File: src/rtl/ascon_128a_pkg.sv
// rtl/ascon_128a_pkg.sv - shared state encoding and frame constants for the ascon-128a stream loader
package ascon_128a_pkg;

    typedef enum logic [1:0] {
        ST_LOAD  = 2'd0,
        ST_RUN   = 2'd1,
        ST_DRAIN = 2'd2
    } state_t;

    localparam int WORDS_IN         = 16;
    localparam int WORDS_OUT        = 8;
    localparam int CORE_LATENCY_MIN = 17;

endpackage

File: src/rtl/ascon_128a_stream_loader_if.sv
// rtl/ascon_128a_stream_loader_if.sv - 32-bit valid/ready input and output streams of the loader
interface ascon_128a_stream_loader_if;

    logic [31:0] in_data;
    logic        in_valid;
    logic        in_ready;
    logic [31:0] out_data;
    logic        out_valid;
    logic        out_ready;

    modport master (
        output in_data, in_valid, out_ready,
        input  in_ready, out_data, out_valid
    );

    modport slave (
        input  in_data, in_valid, out_ready,
        output in_ready, out_data, out_valid
    );

endinterface

File: src/rtl/ascon_word_serializer.sv
// rtl/ascon_word_serializer.sv - holds a 256-bit {T,C} block and emits it as 8x32 valid/ready words
module ascon_word_serializer
    import ascon_128a_pkg::*;
(
    input  logic         clk,
    input  logic         reset,
    input  logic         load,
    input  logic [255:0] load_data,
    output logic [31:0]  out_data,
    output logic         out_valid,
    input  logic         out_ready,
    output logic         done
);

    logic [255:0] buf_q;
    logic [2:0]   word_q;
    logic         valid_q;
    logic         last_word;

    assign last_word = (word_q == 3'(WORDS_OUT - 1));

    always_ff @(posedge clk) begin
        if (reset) begin
            buf_q   <= '0;
            word_q  <= '0;
            valid_q <= 1'b0;
        end else if (load) begin
            buf_q   <= load_data;
            word_q  <= '0;
            valid_q <= 1'b1;
        end else if (valid_q && out_ready) begin
            if (last_word) begin
                word_q  <= '0;
                valid_q <= 1'b0;
            end else begin
                word_q  <= word_q + 3'd1;
            end
        end
    end

    // The word index only moves on a handshake, so data holds under back-pressure.
    assign out_data  = buf_q[{word_q, 5'b0} +: 32];
    assign out_valid = valid_q;
    assign done      = valid_q & out_ready & last_word;

endmodule

File: src/rtl/ascon_128a_stream_loader.sv
// rtl/ascon_128a_stream_loader.sv - loads SK/N/A/P from a word stream, times the core, streams C/T back
module ascon_128a_stream_loader
    import ascon_128a_pkg::*;
#(
    parameter int CORE_LATENCY = 17
) (
    input  logic                         clk,
    input  logic                         reset,
    ascon_128a_stream_loader_if.slave    s,
    output logic                         busy,
    output logic                         core_reset,
    output logic [127:0]                 core_sk,
    output logic [127:0]                 core_n,
    output logic [127:0]                 core_a,
    output logic [127:0]                 core_p,
    input  logic [127:0]                 core_c,
    input  logic [127:0]                 core_t
);

    state_t      state_q, state_d;
    logic [3:0]  in_word_q;
    logic [4:0]  lat_cnt_q;
    logic        in_hs;
    logic        capture;
    logic        drain_done;

    assign s.in_ready = (state_q == ST_LOAD);
    assign busy       = (state_q != ST_LOAD);
    assign in_hs      = s.in_valid & (state_q == ST_LOAD);
    assign capture    = (state_q == ST_RUN) && (lat_cnt_q == 5'(CORE_LATENCY));

    always_ff @(posedge clk) begin
        if (reset) state_q <= ST_LOAD;
        else       state_q <= state_d;
    end

    always_comb begin
        state_d = state_q;
        case (state_q)
            ST_LOAD:  if (in_hs && (in_word_q == 4'(WORDS_IN - 1))) state_d = ST_RUN;
            ST_RUN:   if (capture) state_d = ST_DRAIN;
            ST_DRAIN: if (drain_done) state_d = ST_LOAD;
            default:  state_d = ST_LOAD;
        endcase
    end

    always_ff @(posedge clk) begin
        if (reset) begin
            in_word_q  <= '0;
            lat_cnt_q  <= '0;
            core_reset <= 1'b1;
            core_sk    <= '0;
            core_n     <= '0;
            core_a     <= '0;
            core_p     <= '0;
        end else begin
            // The core runs only while the registered reset is low, i.e. exactly the RUN cycles.
            core_reset <= (state_d != ST_RUN);
            lat_cnt_q  <= (state_q == ST_RUN && !capture) ? lat_cnt_q + 5'd1 : 5'd0;
            if (in_hs) begin
                in_word_q <= in_word_q + 4'd1;
                case (in_word_q[3:2])
                    2'd0:    core_sk[{in_word_q[1:0], 5'b0} +: 32] <= s.in_data;
                    2'd1:    core_n [{in_word_q[1:0], 5'b0} +: 32] <= s.in_data;
                    2'd2:    core_a [{in_word_q[1:0], 5'b0} +: 32] <= s.in_data;
                    default: core_p [{in_word_q[1:0], 5'b0} +: 32] <= s.in_data;
                endcase
            end
        end
    end

    ascon_word_serializer u_serializer (
        .clk       (clk),
        .reset     (reset),
        .load      (capture),
        .load_data ({core_t, core_c}),
        .out_data  (s.out_data),
        .out_valid (s.out_valid),
        .out_ready (s.out_ready),
        .done      (drain_done)
    );

endmodule

File: src/flat_wrapper.sv
// flat-port wrapper written by rule: the top's interface ports become plain ports
module ascon_128a_stream_loader_flat import ascon_128a_pkg::*;
#(
    parameter int CORE_LATENCY = 17
)
  (clk, reset, busy, core_reset, core_sk, core_n, core_a, core_p, core_c, core_t, s_in_data, s_in_valid, s_out_ready, s_in_ready, s_out_data, s_out_valid);
  ascon_128a_stream_loader_if s_i ();
  input  logic clk;
  input  logic reset;
  output logic busy;
  output logic core_reset;
  output logic [127:0] core_sk;
  output logic [127:0] core_n;
  output logic [127:0] core_a;
  output logic [127:0] core_p;
  input  logic [127:0] core_c;
  input  logic [127:0] core_t;
  input wire logic [$bits(s_i.in_data)-1:0] s_in_data;
  input wire logic [$bits(s_i.in_valid)-1:0] s_in_valid;
  input wire logic [$bits(s_i.out_ready)-1:0] s_out_ready;
  output wire logic [$bits(s_i.in_ready)-1:0] s_in_ready;
  output wire logic [$bits(s_i.out_data)-1:0] s_out_data;
  output wire logic [$bits(s_i.out_valid)-1:0] s_out_valid;
  assign s_i.in_data = s_in_data;
  assign s_i.in_valid = s_in_valid;
  assign s_i.out_ready = s_out_ready;
  assign s_in_ready = s_i.in_ready;
  assign s_out_data = s_i.out_data;
  assign s_out_valid = s_i.out_valid;
  ascon_128a_stream_loader #(.CORE_LATENCY(CORE_LATENCY)) u_core (.clk(clk), .reset(reset), .s(s_i), .busy(busy), .core_reset(core_reset), .core_sk(core_sk), .core_n(core_n), .core_a(core_a), .core_p(core_p), .core_c(core_c), .core_t(core_t));
endmodule
File: config.mk
export PLATFORM = sky130hd
export DESIGN_NAME = ascon_128a_stream_loader_flat
export DESIGN_NICKNAME = d
export VERILOG_FILES = /design/src/rtl/ascon_128a_pkg.sv /design/src/rtl/ascon_128a_stream_loader_if.sv /design/src/rtl/ascon_word_serializer.sv /design/src/rtl/ascon_128a_stream_loader.sv /design/src/flat_wrapper.sv
export SDC_FILE = /design/constraint.sdc
export NUM_CORES = 2
export LEC_CHECK = 0
export CAP_MARGIN = 20
export CORE_AREA = 8 8 320 322
export CTS_CLUSTER_SIZE = 40
export DETAILED_ROUTE_END_ITERATION = 12
export DIE_AREA = 0 0 328 330
export HOLD_SLACK_MARGIN = 0.1
export PLACE_DENSITY_LB_ADDON = 0.12
export SKIP_LAST_GASP = 1
export SYNTH_ARGS = -nofsm -noshare
export SYNTH_HDL_FRONTEND = slang
export SYNTH_HIERARCHICAL = 1
export SYNTH_SLANG_ARGS = --single-unit
export TNS_END_PERCENT = 20
File: constraint.sdc
create_clock -name clk -period 2.65 [get_ports clk]
set_clock_uncertainty 0.05 [all_clocks]
set_input_delay 0.265 -clock clk [delete_from_list [all_inputs] [get_ports clk]]
set_output_delay 0.265 -clock clk [all_outputs]
set_load 0.005 [all_outputs]
# == Word level (Yosys, flattened, before mapping) ==
# Cells that the tools add are included.
# word_totals
reg_bits,784
inputBits,292
out_inout_bits,548
word_cells,61
# classes
n_addsub,4
eq_ne,8
n_shift,3
muxes,12
bitwise,5
reduce_logical,18
# ops
cell,count
128-bit bitwise mux,4
256-bit by 9-bit variable part select with 32-bit output,1
32-bit by 9-bit variable shift with 128-bit output (first input constant),1
32-bit by 9-bit variable part select with 128-bit output,1
2-bit AND reduction,5
7-bit negator with 9-bit output,1
2-bit 2-to-1 mux,3
2-bit one-hot mux with 3 select lines,1
2-bit nonzero test,3
5-bit by 1-bit adder with 5-bit output (second input constant),1
5-bit equality test (second input constant),1
4-bit by 1-bit adder with 4-bit output (second input constant),1
2-bit by 1-bit equality test with 1-bit output (second input constant),2
2-bit equality test (second input constant),2
4-bit equality test (second input constant),1
1-bit logical AND,4
2-bit zero test,2
2-bit OR reduction,2
3-bit by 1-bit adder with 3-bit output (second input constant),1
1-bit AND,3
3-bit equality test (second input constant),1
1-bit 2-to-1 mux,3
3-bit 2-to-1 mux,1
3-bit OR reduction,1
3 further kinds,4

# == Longest topological paths before layout ==
# depth
word_depth,6
mapped_depth,10
mapped_depth_nobuf,7

# == Cells and area by module ==
# The synthesis kept the hierarchy.
# modules_own_cells
module,instances,cells_each,area_each_um2,seq_area_each_um2
ascon_128a_stream_loader,1,1820,20150.6,10490.1
ascon_word_serializer,1,959,11038.1,5205.0

# == Least setup slack after synthesis ==
# OpenSTA, ideal clock, no wires.
# synth_timing
path_type,reg2reg
from,register u_core.in_word_q[0]
to,register u_core.core_a[10]
setup_ns,0.061
t_arrival_ns,1.924
required_time_ns,2.539
setup_slack_ns,0.615
stages_incl_launch_ff,8
n_path_buf,3
synth_period_minus_slack_ns,2.035
cell_sequence,dfxtp_1 -> buf_2 -> inv_1 -> ha_1 -> nor4b_4 -> buf_2 -> buf_2 -> a32o_1
# synth_between
elab_chain_cells,3
elab_cells_between_ends,4
classes_between,1 x add/sub; 2 x shift; 1 x mux
# synth_rtl
element,line,text
"start, declared",ascon_128a_stream_loader.sv:21,logic [3:0] in_word_q;
"start signal, assigned",ascon_128a_stream_loader.sv:61,in_word_q <= in_word_q + 4'd1;
7-bit negator with 9-bit output (*),ascon_128a_stream_loader.sv:65,"2'd2: core_a [{in_word_q[1:0], 5'b0} +: 32] <= s.in_data;"
32-bit by 9-bit variable part select with 128-bit output / 32-bit by 9-bit variable shift with 128-bit output (equally long branches),ascon_128a_stream_loader.sv:65,
128-bit bitwise mux (*),ascon_128a_stream_loader.sv:65,
"end signal, assigned by index",ascon_128a_stream_loader.sv:65,
"end, declared",ascon_128a_stream_loader.sv:14,"output logic [127:0] core_a,"
# Every way passes the cells marked *; elsewhere a longest branch is shown, timed or not.
# A chain may end at the register's enable or synchronous reset.

# == Worst setup path in the final report ==
# layout_timing
from,register u_core.u_serializer.word_q[0]
to,output s_out_data[21]
# layout_between
elab_chain_cells,1
# layout_rtl
element,line,text
"start, declared",ascon_word_serializer.sv:16,logic [2:0] word_q;
"start signal, assigned",ascon_word_serializer.sv:36,word_q <= word_q + 3'd1;
256-bit by 9-bit variable part select with 32-bit output,ascon_word_serializer.sv:42,"assign out_data = buf_q[{word_q, 5'b0} +: 32];"
"end, declared",flat_wrapper.sv:22,output wire logic [$bits(s_i.out_data)-1:0] s_out_data;
# Every way passes these cells.

==> results.toml <==
[status]
outcome = "finished with violations"
violations = "setup timing"

[finish]
syn_to_final_growth_pct = 43.2
drive_above_1_share_pct = 10.9
nFillCells = 9002
utilization_pct = 45.9
final_cells = 4979
nets = 3905

[detailed_routing]
drt-total-wl_microns = 127000
dr.pass1.iters = 7
drc = 0
detail-route-antenna-nets = 0
vias_per_cell = 4.78
vias = 23800
drt_iter0_drc = 1412
post_drt_wl_per_cell_microns = 25.6

[synth]
avgSynthCellArea_sq_um = 11.2
synth_seq_area_share_pct = 50.3
synth_seq_cells = 784
netlist_top_cells_count = "784 x dfxtp_1, 676 x mux2i_1, 420 x nand2b_1"
synth_most_common_cell = "dfxtp_1"
yosysTopAreaCellShare_pct = 50.3
synth_nets = 3080
synth_area_leaders = "dfxtp_1 50%, mux2i_1 22%, nand2b_1 8.4%"
synth-async-reset-ratio_pct = 0
synthCells = 2779
ys_types = 44
synth.cell_area_sq_um = 31200
ys.flop_type = "dfxtp_1"
synth_edf_count = 0
synth_area_leader_cell = "dfxtp_1"
ys_warn_count = 6

[placed_design]
dpl.hpwl_microns = 96300
dpl.cell_count = 4777
portBuffers = 839
globalplace.congestion = 0.890

[hold_path]
hold_class = "in -> reg"

[worst_setup_path]
worstPathArrival_ns = 2.42
cp_max_fo = 4
path_class = "reg -> out"
required_ns = 2.34
crit_path_end_kind = "primary output"
critPathLaunchType = "register"

[timing]
setup_violations = 17
finalCritPeriodShare_pct = 103
postLayoutSetupSlackWorst_ns = -0.0897
clock.fmax_mhz = 365
period_needed_ns = 2.74
rsz0062_at_grt = "yes"
final_hold_viol_count = 0
slew_headroom_pct = 43.2
finalMaxSlewViolations = 0
worst_slew_pin_slew_ns = 0.853
setup_tns_ns = -0.741

[floorplan]
core_area_sq_um = 97400
die_width_microns = 328
die_h_microns = 330
io_pins = 840
dieArea_sq_um = 108000
initial_core_util_pct = 32.0
num_rows = 115

[global_route]
grt_pass1_wl_microns = 179000
grt_max_degree = 215
track_usage_pct = 22.4
grt_overflow = 0
antenna_found_initial = 29
grt_pass1_vias = 24800

[power_and_ir_drop]
irDropWorstVdd_v = 0.000432
power.density_nw_per_um2 = 597
leakagePower_nw = 17.4

[clocking]
cts_tree = "done"
numCtsBuffers = 90
cts-htree-levels = 3
clock-sinks = 784
cts_root_buf = "clkbuf_16"
cts_max_path_buffers = 3
clock_latency_ns = 0.65
clk_pin_slew_ns = 0.06

[run]
cap_violations = 0
[final timing paths]
| kind | startpoint | end | slack, ns | cells past startpoint |
|---|---|---|---|---|
| hold / removal | core_c[91] | u_core/u_serializer/buf_q[91]$_SDFFE_PP0P_ | 0.17 | 3 |
| hold reg to reg | u_core/core_p[23]$_SDFFE_PP0P_ | u_core/core_p[23]$_SDFFE_PP0P_ | 0.41 | 1 |
| setup / recovery | u_core/u_serializer/word_q[0]$_SDFFE_PP0P_ | s_out_data[21] | -0.09 | 5 |
| setup reg to reg | u_core/in_word_q[1]$_SDFFE_PP0P_ | u_core/core_p[2]$_SDFFE_PP0P_ | 0.39 | 6 |
[final cells by class]
cell class,instances,area [sq um],share of cell area [%]
flip-flops and latches,784,15700,35.1
diodes,15,37.5,0.0840
well taps,1287,1610,3.60
inverters,5,26.3,0.0588
clock buffers,138,2800,6.26
repair buffers,941,9610,21.5
multi-input cells,1782,14500,32.5
clock inverters,27,383,0.857
[placed cells by master, fill, tap and decap left out, types with 4 or more instances in the layout]
cell             instances
a21oi_1                  5
a2bb2o_1                33
a32o_1                  29
buf_12                  33
buf_16                   4
buf_2                   12
buf_4                   61
buf_6                   11
bufinv_16                8
clkbuf_1                15
clkbuf_16               93
clkbuf_8                30
clkdlybuf4s50_1        806
clkinv_2                13
dfxtp_1                781
diode_2                 15
dlygate4sd2_1            5
ha_1                     9
inv_1                    4
mux2_2                  21
mux2_4                  12
mux2i_1                676
mux4_2                  62
nand2_1                132
nand2b_1               420
nand3_1                  4
nand3_4                  7
nor2_1                 268
nor2b_1                 35
o2bb2ai_1               31
[critical path, stage by stage, from the launching register on]
cell	delay, ns
dfxtp_4	0.36
buf_6	0.13
buf_4	0.13
mux4_2	0.54
mux2_2	0.29
dlygate4sd2_1	0.32
[flip-flops by register name (all words and copies together), names as in the netlist]
register	flops
u_core/u_serializer/buf_q	256
u_core/core_a	128
u_core/core_n	128
u_core/core_p	128
u_core/core_sk	128
u_core/lat_cnt_q	5
u_core/in_word_q	4
u_core/u_serializer/word_q	3
u_core/state_q	2
u_core/core_reset	1
u_core/u_serializer/out_valid	1
[cells by family (layout without fill, tap and decap cells)]
logic type / Yosys count / after routing / synth area share [%]
AO/OA/AOI/OAI: 107 / 107 / 3.17
multiplexers: 773 / 773 / 27.6
AND/OR/NAND/NOR: 888 / 888 / 15.0
buffers and inverters: 213 / 1111 / 3.40
adder cells (fa/ha/maj): 9 / 9 / 0.361
flip-flops: 784 / 784 / 50.3
other: 0 / 15 / 0
XOR/XNOR: 5 / 5 / 0.140
[per-layer routing]
metal	track usage (%)	vias to the layer above	part of all wire [%]
li1	-	11200	-
met1	26.0	11700	40
met2	38.3	716	49
met3	6.74	188	7.4
met4	9.17	16	3.9
met5	0	-	0.087
[timing repair]
| item | in CTS | in global routing |
|---|---|---|
| endpoints found under the hold margin | 9 | 0 |
| hold buffers | 1 | 0 |
| setup buffers | 14 | 3 |
| resized for setup | 123 | 14 |
| cloned | 5 | 0 |
| setup endpoints to repair | 32 | 32 |
[power breakdown]
part           switching [mW]  internal (mW)
Clock                    5.16           8.05
Sequential             0.0271           11.8
Combinational           0.843          0.770
Total                    6.03           20.6
[through the flow]
stage          instance area, sq um  hold slack (ns)  total power, mW  setup WS [ns]
5_1_grt                       44700            0.149             27.6         -0.155
3_3_place_gp                  41100            0.395             13.7          0.212
4_1_cts                       44600            0.118             27.1         -0.128
3_5_place_dp                  41100            0.398             13.7          0.193
2_1_floorplan                 31200            0.362             12.7          0.615
6_report                      44700            0.174             26.7        -0.0897
Power figures use the tool's default switching activity.
